### config.mk
export PLATFORM = sky130hd
export DESIGN_NAME = uart_transmitter
export DESIGN_NICKNAME = d
export VERILOG_FILES = /design/src/rtl/uart_transmitter.sv
export SDC_FILE = /design/constraint.sdc
export NUM_CORES = 1
export LEC_CHECK = 0
export CORE_MARGIN = 4
export CORE_UTILIZATION = 65
export DETAILED_ROUTE_END_ITERATION = 8
export PLACE_DENSITY = 0.83
export SYNTH_ARGS = -nofsm -noshare
export SYNTH_HDL_FRONTEND = slang
export SYNTH_SLANG_ARGS = --single-unit
### constraint.sdc
create_clock -name i_Clock -period 4.72 [get_ports i_Clock]
set_clock_uncertainty 0.15 [all_clocks]
set_input_delay 0.944 -clock i_Clock [delete_from_list [all_inputs] [get_ports i_Clock]]
set_output_delay 0.944 -clock i_Clock [all_outputs]
set_load 0.03 [all_outputs]
### src/rtl/uart_transmitter.sv
// 8N1 UART transmitter fed by a small byte FIFO; back-to-back frames leave no idle gap.
// Optional even-parity bit between data and stop when UART_TX_PARITY_EN is defined.
module uart_transmitter #(
  parameter int CLKS_PER_BIT = 868,
  parameter int FIFO_DEPTH   = 16
) (
  input  logic       i_Clock,
  input  logic       i_Reset,
  input  logic       i_Tx_DV,
  input  logic [7:0] i_Tx_Byte,
  output logic       o_Tx_Ready,
  output logic       o_Tx_Serial,
  output logic       o_Tx_Busy,
  output logic       o_Tx_Done,
  output logic       o_Fifo_Empty
);

  localparam int CW = (CLKS_PER_BIT > 1) ? $clog2(CLKS_PER_BIT) : 1;
  localparam int PW = $clog2(FIFO_DEPTH);
  localparam logic [CW-1:0] BAUD_LAST = CW'(CLKS_PER_BIT - 1);
  localparam logic [PW:0]   FIFO_FULL = (PW + 1)'(FIFO_DEPTH);

  typedef enum logic [2:0] {
    ST_IDLE   = 3'd0,
    ST_START  = 3'd1,
    ST_DATA   = 3'd2,
`ifdef UART_TX_PARITY_EN
    ST_PARITY = 3'd4,
`endif
    ST_STOP   = 3'd3
  } state_t;

  state_t          state_reg;
  logic [CW-1:0]   baud_reg;
  logic [2:0]      bit_reg;
  logic [7:0]      shift_reg;
  logic            serial_reg;
  logic            done_reg;

  logic [7:0]      fifo_mem [FIFO_DEPTH];
  logic [PW-1:0]   wr_ptr_reg;
  logic [PW-1:0]   rd_ptr_reg;
  logic [PW:0]     count_reg;

  logic            push;
  logic            pop;
  logic            baud_last;

  assign o_Tx_Ready   = (count_reg != FIFO_FULL);
  assign o_Fifo_Empty = (count_reg == '0);
  assign o_Tx_Serial  = serial_reg;
  assign o_Tx_Done    = done_reg;
  assign o_Tx_Busy    = (state_reg != ST_IDLE);

  assign baud_last = (baud_reg == BAUD_LAST);
  assign push      = i_Tx_DV && o_Tx_Ready;
  // The FSM takes the next byte either from IDLE or on the last stop-bit cycle.
  assign pop       = !o_Fifo_Empty &&
                     ((state_reg == ST_IDLE) || ((state_reg == ST_STOP) && baud_last));

  always_ff @(posedge i_Clock) begin
    if (push)
      fifo_mem[wr_ptr_reg] <= i_Tx_Byte;
  end

  always_ff @(posedge i_Clock or posedge i_Reset) begin
    if (i_Reset) begin
      wr_ptr_reg <= '0;
      rd_ptr_reg <= '0;
      count_reg  <= '0;
    end else begin
      if (push)
        wr_ptr_reg <= wr_ptr_reg + PW'(1);
      if (pop)
        rd_ptr_reg <= rd_ptr_reg + PW'(1);
      case ({push, pop})
        2'b10:   count_reg <= count_reg + (PW + 1)'(1);
        2'b01:   count_reg <= count_reg - (PW + 1)'(1);
        default: count_reg <= count_reg;
      endcase
    end
  end

  // Line level is registered from the current state, so it lags the state by one cycle.
  always_ff @(posedge i_Clock or posedge i_Reset) begin
    if (i_Reset) begin
      state_reg  <= ST_IDLE;
      baud_reg   <= '0;
      bit_reg    <= '0;
      shift_reg  <= '0;
      serial_reg <= 1'b1;
      done_reg   <= 1'b0;
    end else begin
      done_reg <= 1'b0;
      case (state_reg)
        ST_IDLE: begin
          serial_reg <= 1'b1;
          if (pop) begin
            shift_reg <= fifo_mem[rd_ptr_reg];
            baud_reg  <= '0;
            state_reg <= ST_START;
          end
        end
        ST_START: begin
          serial_reg <= 1'b0;
          if (baud_last) begin
            baud_reg  <= '0;
            bit_reg   <= '0;
            state_reg <= ST_DATA;
          end else begin
            baud_reg <= baud_reg + CW'(1);
          end
        end
        ST_DATA: begin
          serial_reg <= shift_reg[bit_reg];
          if (baud_last) begin
            baud_reg <= '0;
            if (bit_reg == 3'd7) begin
              bit_reg <= '0;
`ifdef UART_TX_PARITY_EN
              state_reg <= ST_PARITY;
`else
              state_reg <= ST_STOP;
`endif
            end else begin
              bit_reg <= bit_reg + 3'd1;
            end
          end else begin
            baud_reg <= baud_reg + CW'(1);
          end
        end
`ifdef UART_TX_PARITY_EN
        ST_PARITY: begin
          serial_reg <= ^shift_reg;
          if (baud_last) begin
            baud_reg  <= '0;
            state_reg <= ST_STOP;
          end else begin
            baud_reg <= baud_reg + CW'(1);
          end
        end
`endif
        ST_STOP: begin
          serial_reg <= 1'b1;
          if (baud_last) begin
            baud_reg <= '0;
            done_reg <= 1'b1;
            if (pop) begin
              shift_reg <= fifo_mem[rd_ptr_reg];
              state_reg <= ST_START;
            end else begin
              state_reg <= ST_IDLE;
            end
          end else begin
            baud_reg <= baud_reg + CW'(1);
          end
        end
        default: begin
          state_reg  <= ST_IDLE;
          serial_reg <= 1'b1;
          baud_reg   <= '0;
          bit_reg    <= '0;
        end
      endcase
    end
  end

endmodule

==> metrics, run 1 <==
MaxCap Viol Count=0; final net count=466; Clock Latency Late Sink=540 ps; Multi-input gate area=0.00213 mm2; final hold violation count=0; H-tree levels=4; synthesized area=0.00710 mm2; Post-CTS Repair Setup Buffers=0; initial antenna violation count=0; vias per inst=6.47; # IOs=16; register area=0.00480 mm2; Async SR Flop Fraction=22.9%; fraction of layout cells with a size suffix above 1=17.8%; fin area=0.00789 mm2; CTS tree=built; antenna viol nets, final=0; DRC=0; Yosys warnings=0; setup TNS=0 ps; hpwl dp=8480 um; FF-to-FF Start=baud_reg[0]$_DFFE_PP0P_; Worst Setup Start Kind=flop; min-delay src=shift_reg[7]$_DFFE_PP0P_; synthesized net count=447; Arr. time, crit path=2500 ps; RSZ-0062 raised after global routing=no; Initial Util=67.8%; largest net degree at the start of global routing=35; Fmax=278 MHz; Starting DRT DRC Count=443; Layout area overhead=11.2%; global-route wire length before repair=22000 um; #FFs+latches synth=166; clk root buf=clkbuf_8; WS Path Type=flop to output pin; max-slew violations=0; Worst-Margin Slew=1180 ps; cts bufs inserted=17; # hold bufs at CTS=0; element type at the critical path end=output pin; total core area=0.0105 mm2; number of enable flip-flop cells after synthesis=128; final worst path period need=3590 ps; Setup Viol. Count Final=0; fill cell count=621; DRT Pass-1 Iters=5; sequential area share after synthesis=67.6%; number of flip-flops in the largest register=128; vias in the first global route=3922; WP data required=3630 ps; Wirelength per Cell=23.5 um; PostCTS Resize Cnt=0; Die Width=112 um; via count=3789; worst setup path start=count_reg[1]$_DFFE_PP0P_; # rows=37; Cell Area, Placed=0.00733 mm2; Cell Pwr Density=612 mW/mm2; GRT Util Overall=23.5%; Rel. slew slack=20.7%; crit path max fanout=9; die height=112 um; CTS sink cnt=166; Clock Path Buffers=2; Top FF cell, synth=edfxtp_1; status=complete, no violations; ant diodes=0; Die ar.=0.0127 mm2; Worst-path clk slew=60 ps; Syn Area/Cell=16.9 um2; port bufs=15; RD Place Congestion=0.774; grt ovf=0; final core occ=75.4%; Tot Pwr=0.00483 W; Final period util=76.1%; P_leak=2.83 nW; Netlist cell types=52; Mapped Cells=420; total wire length=13800 um; Peak VDD IR=0.000461 V; hold crit path type=flop to flop
cell usage after synthesis (all sizes together) (2+ instances only):
cell / number / area (um2)
xnor2: 7 / 61.3
nand3b: 2 / 15.0
a22oi: 17 / 128
o21ai: 20 / 100
nand3: 5 / 25.0
dfrtp: 37 / 926
mux2: 10 / 113
nor3: 5 / 30.0
nand2: 27 / 101
clkdlybuf4s25: 3 / 30.0
clkbuf: 5 / 18.8
nand2b: 5 / 31.3
mux2i: 2 / 20.0
and2: 2 / 12.5
buf: 13 / 85.1
and3: 7 / 43.8
o31ai: 4 / 30.0
mux4: 34 / 811
a22o: 3 / 26.3
inv: 10 / 37.5
nor2: 24 / 97.6
nand4: 4 / 40.0
nor4: 2 / 12.5
a21oi: 3 / 18.8
a31oi: 2 / 12.5
ha: 16 / 200
xor2: 7 / 61.3
edfxtp: 128 / 3840
worst paths after layout:
check | endpoint | depth (start not counted) | slack [ps]
setup / recovery | o_Fifo_Empty | 3 | 1130
hold / removal | shift_reg[7]$_DFFE_PP0P_ | 1 | 360
setup reg to reg | count_reg[4]$_DFFE_PP0P_ | 12 | 1360
hold reg to reg | shift_reg[7]$_DFFE_PP0P_ | 1 | 360
max in group asynchronous | shift_reg[4]$_DFFE_PP0P_ | 3 | 2890
min in group asynchronous | wr_ptr_reg[3]$_DFFE_PP0P_ | 2 | 760
layout make-up:
cell class                      instances  area share [%]
Sequential cell                       166            60.8
Multi-Input combinational cell        223            27.0
Clock buffer                           17            5.25
Timing Repair Buffer                   21            2.47
Tap cell                              136            2.16
Clock inverter                         13            1.86
Inverter                               10           0.476
cell families after synthesis:
kind of cell	count (synthesis)	synth area share, %
simple gates	91	6.72
buf+inv	31	2.42
xor+xnor	14	1.73
compound gates	56	5.43
mux	46	13.3
flops	166	67.6
fa+ha+maj	16	2.82
metal layers:
metal	wire, um	global-route usage [%]	up-vias
li1	-	-	1681
met1	5680	32.5	1931
met2	6920	37.0	157
met4	229	8.65	0
met3	955	5.82	20
met5	0	0	-
layout by cell type, fill, tap and decap left out, types with 2 or more instances in the layout:
cell	n
nor2_1	23
mux4_1	12
nand2b_1	5
o31ai_1	4
a22o_1	3
dfrtp_1	36
edfxtp_1	128
xor2_1	7
clkbuf_16	16
o21ai_0	20
mux2i_1	2
and3_1	7
nand3b_1	2
a22oi_1	17
and2_1	2
inv_1	10
nand4_1	3
ha_1	16
clkdlybuf4s50_1	15
nor3_1	4
nor4_1	2
nand2_1	27
bufinv_16	2
mux2_2	10
inv_6	5
a31oi_1	2
buf_4	6
nand3_1	5
xnor2_1	7
a21oi_1	2
clkinv_2	3
mux4_2	22
worst max-delay path, stage by stage, from the launching register on:
cell,delay (ps)
dfrtp_1,480
or4_4,570
nor2_4,200
clkdlybuf4s50_1,710
power breakdown:
group	switching, W	leakage (nW)	internal (W)
logic	0.000790	0.917	0.000673
clock network	0.000575	0.277	0.000757
registers	0.000215	1.63	0.00182
total	0.00158	2.83	0.00325
through the flow:
step	std cells	setup slack [ps]	hold slack [ps]
after CTS	586	1110	364
after global routing	586	1030	371
after detailed placement	556	1180	347
final	586	1130	360
after floorplan	420	1630	320
after global placement	556	1280	336
No activity file was read; power rests on OpenSTA's default activity.
==> run 2, diff against run 1 <==
--- a/config.mk
+++ b/config.mk
@@ -6,9 +6,9 @@
 export NUM_CORES = 1
 export LEC_CHECK = 0
 export CORE_MARGIN = 4
-export CORE_UTILIZATION = 65
+export CORE_UTILIZATION = 61
 export DETAILED_ROUTE_END_ITERATION = 8
-export PLACE_DENSITY = 0.83
+export PLACE_DENSITY = 0.79
 export SYNTH_ARGS = -nofsm -noshare
 export SYNTH_HDL_FRONTEND = slang
 export SYNTH_SLANG_ARGS = --single-unit
==> constraint.sdc (replaced) <==
create_clock -name i_Clock -period 3.67 [get_ports i_Clock]
set_clock_uncertainty 0.15 [all_clocks]
set_input_delay 0.734 -clock i_Clock [delete_from_list [all_inputs] [get_ports i_Clock]]
set_output_delay 0.734 -clock i_Clock [all_outputs]
set_load 0.03 [all_outputs]
==> metrics, run 2 (synthesis results as in run 1) <==
FF-to-FF Start=baud_reg[0]$_DFFE_PP0P_; total core area=0.0114 mm2 (+9.1%); antenna viol nets, final=0 (unchanged); Worst-path clk slew=60 ps (about the same); CTS sink cnt=166 (unchanged); Clock Latency Late Sink=420 ps (-120 ps); element type at the critical path end=flop; Arr. time, crit path=3470 ps (+970 ps); CTS tree=built; # rows=39 (+5.4%); r2r setup slk=390 ps (-970 ps); status=complete, no violations; DRC=0 (unchanged); P_leak=2.91 nW (+2.8%); Final period util=89.3%; WS Path Type=flop to flop; die height=116 um (+3.0%); largest net degree at the start of global routing=32 (-8.6%); final net count=481 (+3.2%); Starting DRT DRC Count=266 (-40%); final non-filler cell total=610 (+4.1%); Worst-Margin Slew=779 ps (-401 ps); Setup WS pre-CTS=512 ps (-673 ps); max-slew violations=0 (unchanged); vias in the first global route=3869 (-1.4%); vias per inst=6.38 (-1.3%); Rel. slew slack=48.0% (+27 points); grt ovf=0 (unchanged); worst setup path start=baud_reg[0]$_DFFE_PP0P_; Cell Area, Placed=0.00746 mm2 (+1.8%); Die Width=116 um (+3.0%); commonest non-fill, non-tap cell in the layout=edfxtp_1; Peak VDD IR=0.000515 V (+12%); Die ar.=0.0134 mm2 (+6.1%); port bufs=15 (unchanged); Cell Pwr Density=777 mW/mm2 (+27%); hold crit path type=flop to flop; Setup Viol. Count Final=0 (unchanged); via count=3891 (+2.7%); final worst path period need=3280 ps; Slowest-stage cell, CP=ha_1; Worst Setup Start Kind=flop; Layout area overhead=13.3%; Initial Util=62.1% (-5.7 points); WP data required=3860 ps (+230 ps); Fmax=305 MHz; setup TNS=0 ps (unchanged); total wire length=13500 um (-2.3%); Placed Instances=578 (+4.0%); Clock Path Buffers=2 (unchanged); MaxCap Viol Count=0 (unchanged); H-tree levels=4 (unchanged); initial antenna violation count=0 (unchanged); fin area=0.00804 mm2 (+2.0%); final core occ=70.4% (-5.0 points); CP most frequent cell=ha_1; global-route wire length before repair=21700 um (-1.2%); Wirelength per Cell=22.1 um (-6.2%); cts bufs inserted=17 (unchanged); crit path max fanout=8 (-1); PostCTS Resize Cnt=0 (unchanged); clk root buf=clkbuf_16; # IOs=16 (unchanged); GRT Util Overall=22.1% (-1.4 points); fraction of layout cells with a size suffix above 1=19.9% (+2.1 points); hpwl dp=8590 um (+1.3%); CP Cell Sequence=ha_1, and4bb_2, nand4_4, a21oi_2, ha_1, xor2_1, ha_1, o21a_1, o21ai_0, nand3b_1, a21oi_1, xor2_1; number of flip-flops in the largest register=128 (unchanged); ant diodes=0 (unchanged); final hold violation count=0 (unchanged); Largest stage delay, worst path=440 ps (-270 ps); min-delay src=shift_reg[6]$_DFFE_PP0P_; # hold bufs at CTS=0 (unchanged); DRT Pass-1 Iters=5 (unchanged); RD Place Congestion=0.808 (+4.5%); leading cell types in the layout, fill and taps excluded=128 x edfxtp_1, 36 x dfrtp_1, 27 x nand2_1; Final WS setup=392 ps (-735 ps); RSZ-0062 raised after global routing=no; Post-CTS Repair Setup Buffers=0 (unchanged)
run 2: cell count changes in the layout (fill, tap and decap cells not counted), moves of 2 or more:
cell,previous run,this run
clkbuf_1,0,2
inv_6,5,2
clkinv_1,0,2
buf_4,6,20
clkinv_2,3,0
clkinvlp_4,1,3
run 2: layer usage:
metal / part of all wire (%) / track usage (%) / up-vias
li1: - / - / 1714
met1: 40 / 30.4 / 2018
met2: 52 / 36.4 / 144
met3: 6.7 / 4.54 / 15
met4: 1.2 / 6.50 / 0
met5: 0 / 0 / -
run 2: layout make-up:
cell class | instances | area (um2)
fill | 731 | 3380
timing repair buffer | 36 | 320
inverter | 10 | 37.5
multi-input combinational | 223 | 2130
clock inverter | 13 | 148
clock buffer | 19 | 433
sequential | 166 | 4800
tap | 143 | 179
run 2: path summary, 6_finish.rpt:
check	endpoint	cells past startpoint
max in group asynchronous	o_Tx_Serial$_DFF_PP1_	3
min in group asynchronous	wr_ptr_reg[0]$_DFFE_PP0P_	2
setup / recovery	count_reg[4]$_DFFE_PP0P_	12
hold / removal	shift_reg[6]$_DFFE_PP0P_	1
setup reg to reg	count_reg[4]$_DFFE_PP0P_	12
hold reg to reg	shift_reg[6]$_DFFE_PP0P_	1
run 2: power by group:
part | leakage, nW | switching, W | internal [W]
sequential | 1.63 | 0.000232 | 0.00234
clock | 0.273 | 0.000722 | 0.00101
combinational | 1.00 | 0.00104 | 0.000906
total | 2.91 | 0.00199 | 0.00426
run 2: critical path: cells and delay by family, from the launching register on:
kind / cells / cell delay, ps
AO/OA/AOI/OAI: 4 / 850
XOR/XNOR: 2 / 290
adder cells (fa/ha/maj): 3 / 960
flip-flops: 1 / 410
AND/OR/NAND/NOR: 3 / 550
run 2: through the flow:
stage / hold slack [ps] / total power [W]
after CTS: 364 / 0.00628
after detailed placement: 346 / 0.00454
after global routing: 386 / 0.00659
after global placement: 338 / 0.00445
after floorplan: 320 / 0.00405
final: 360 / 0.00625
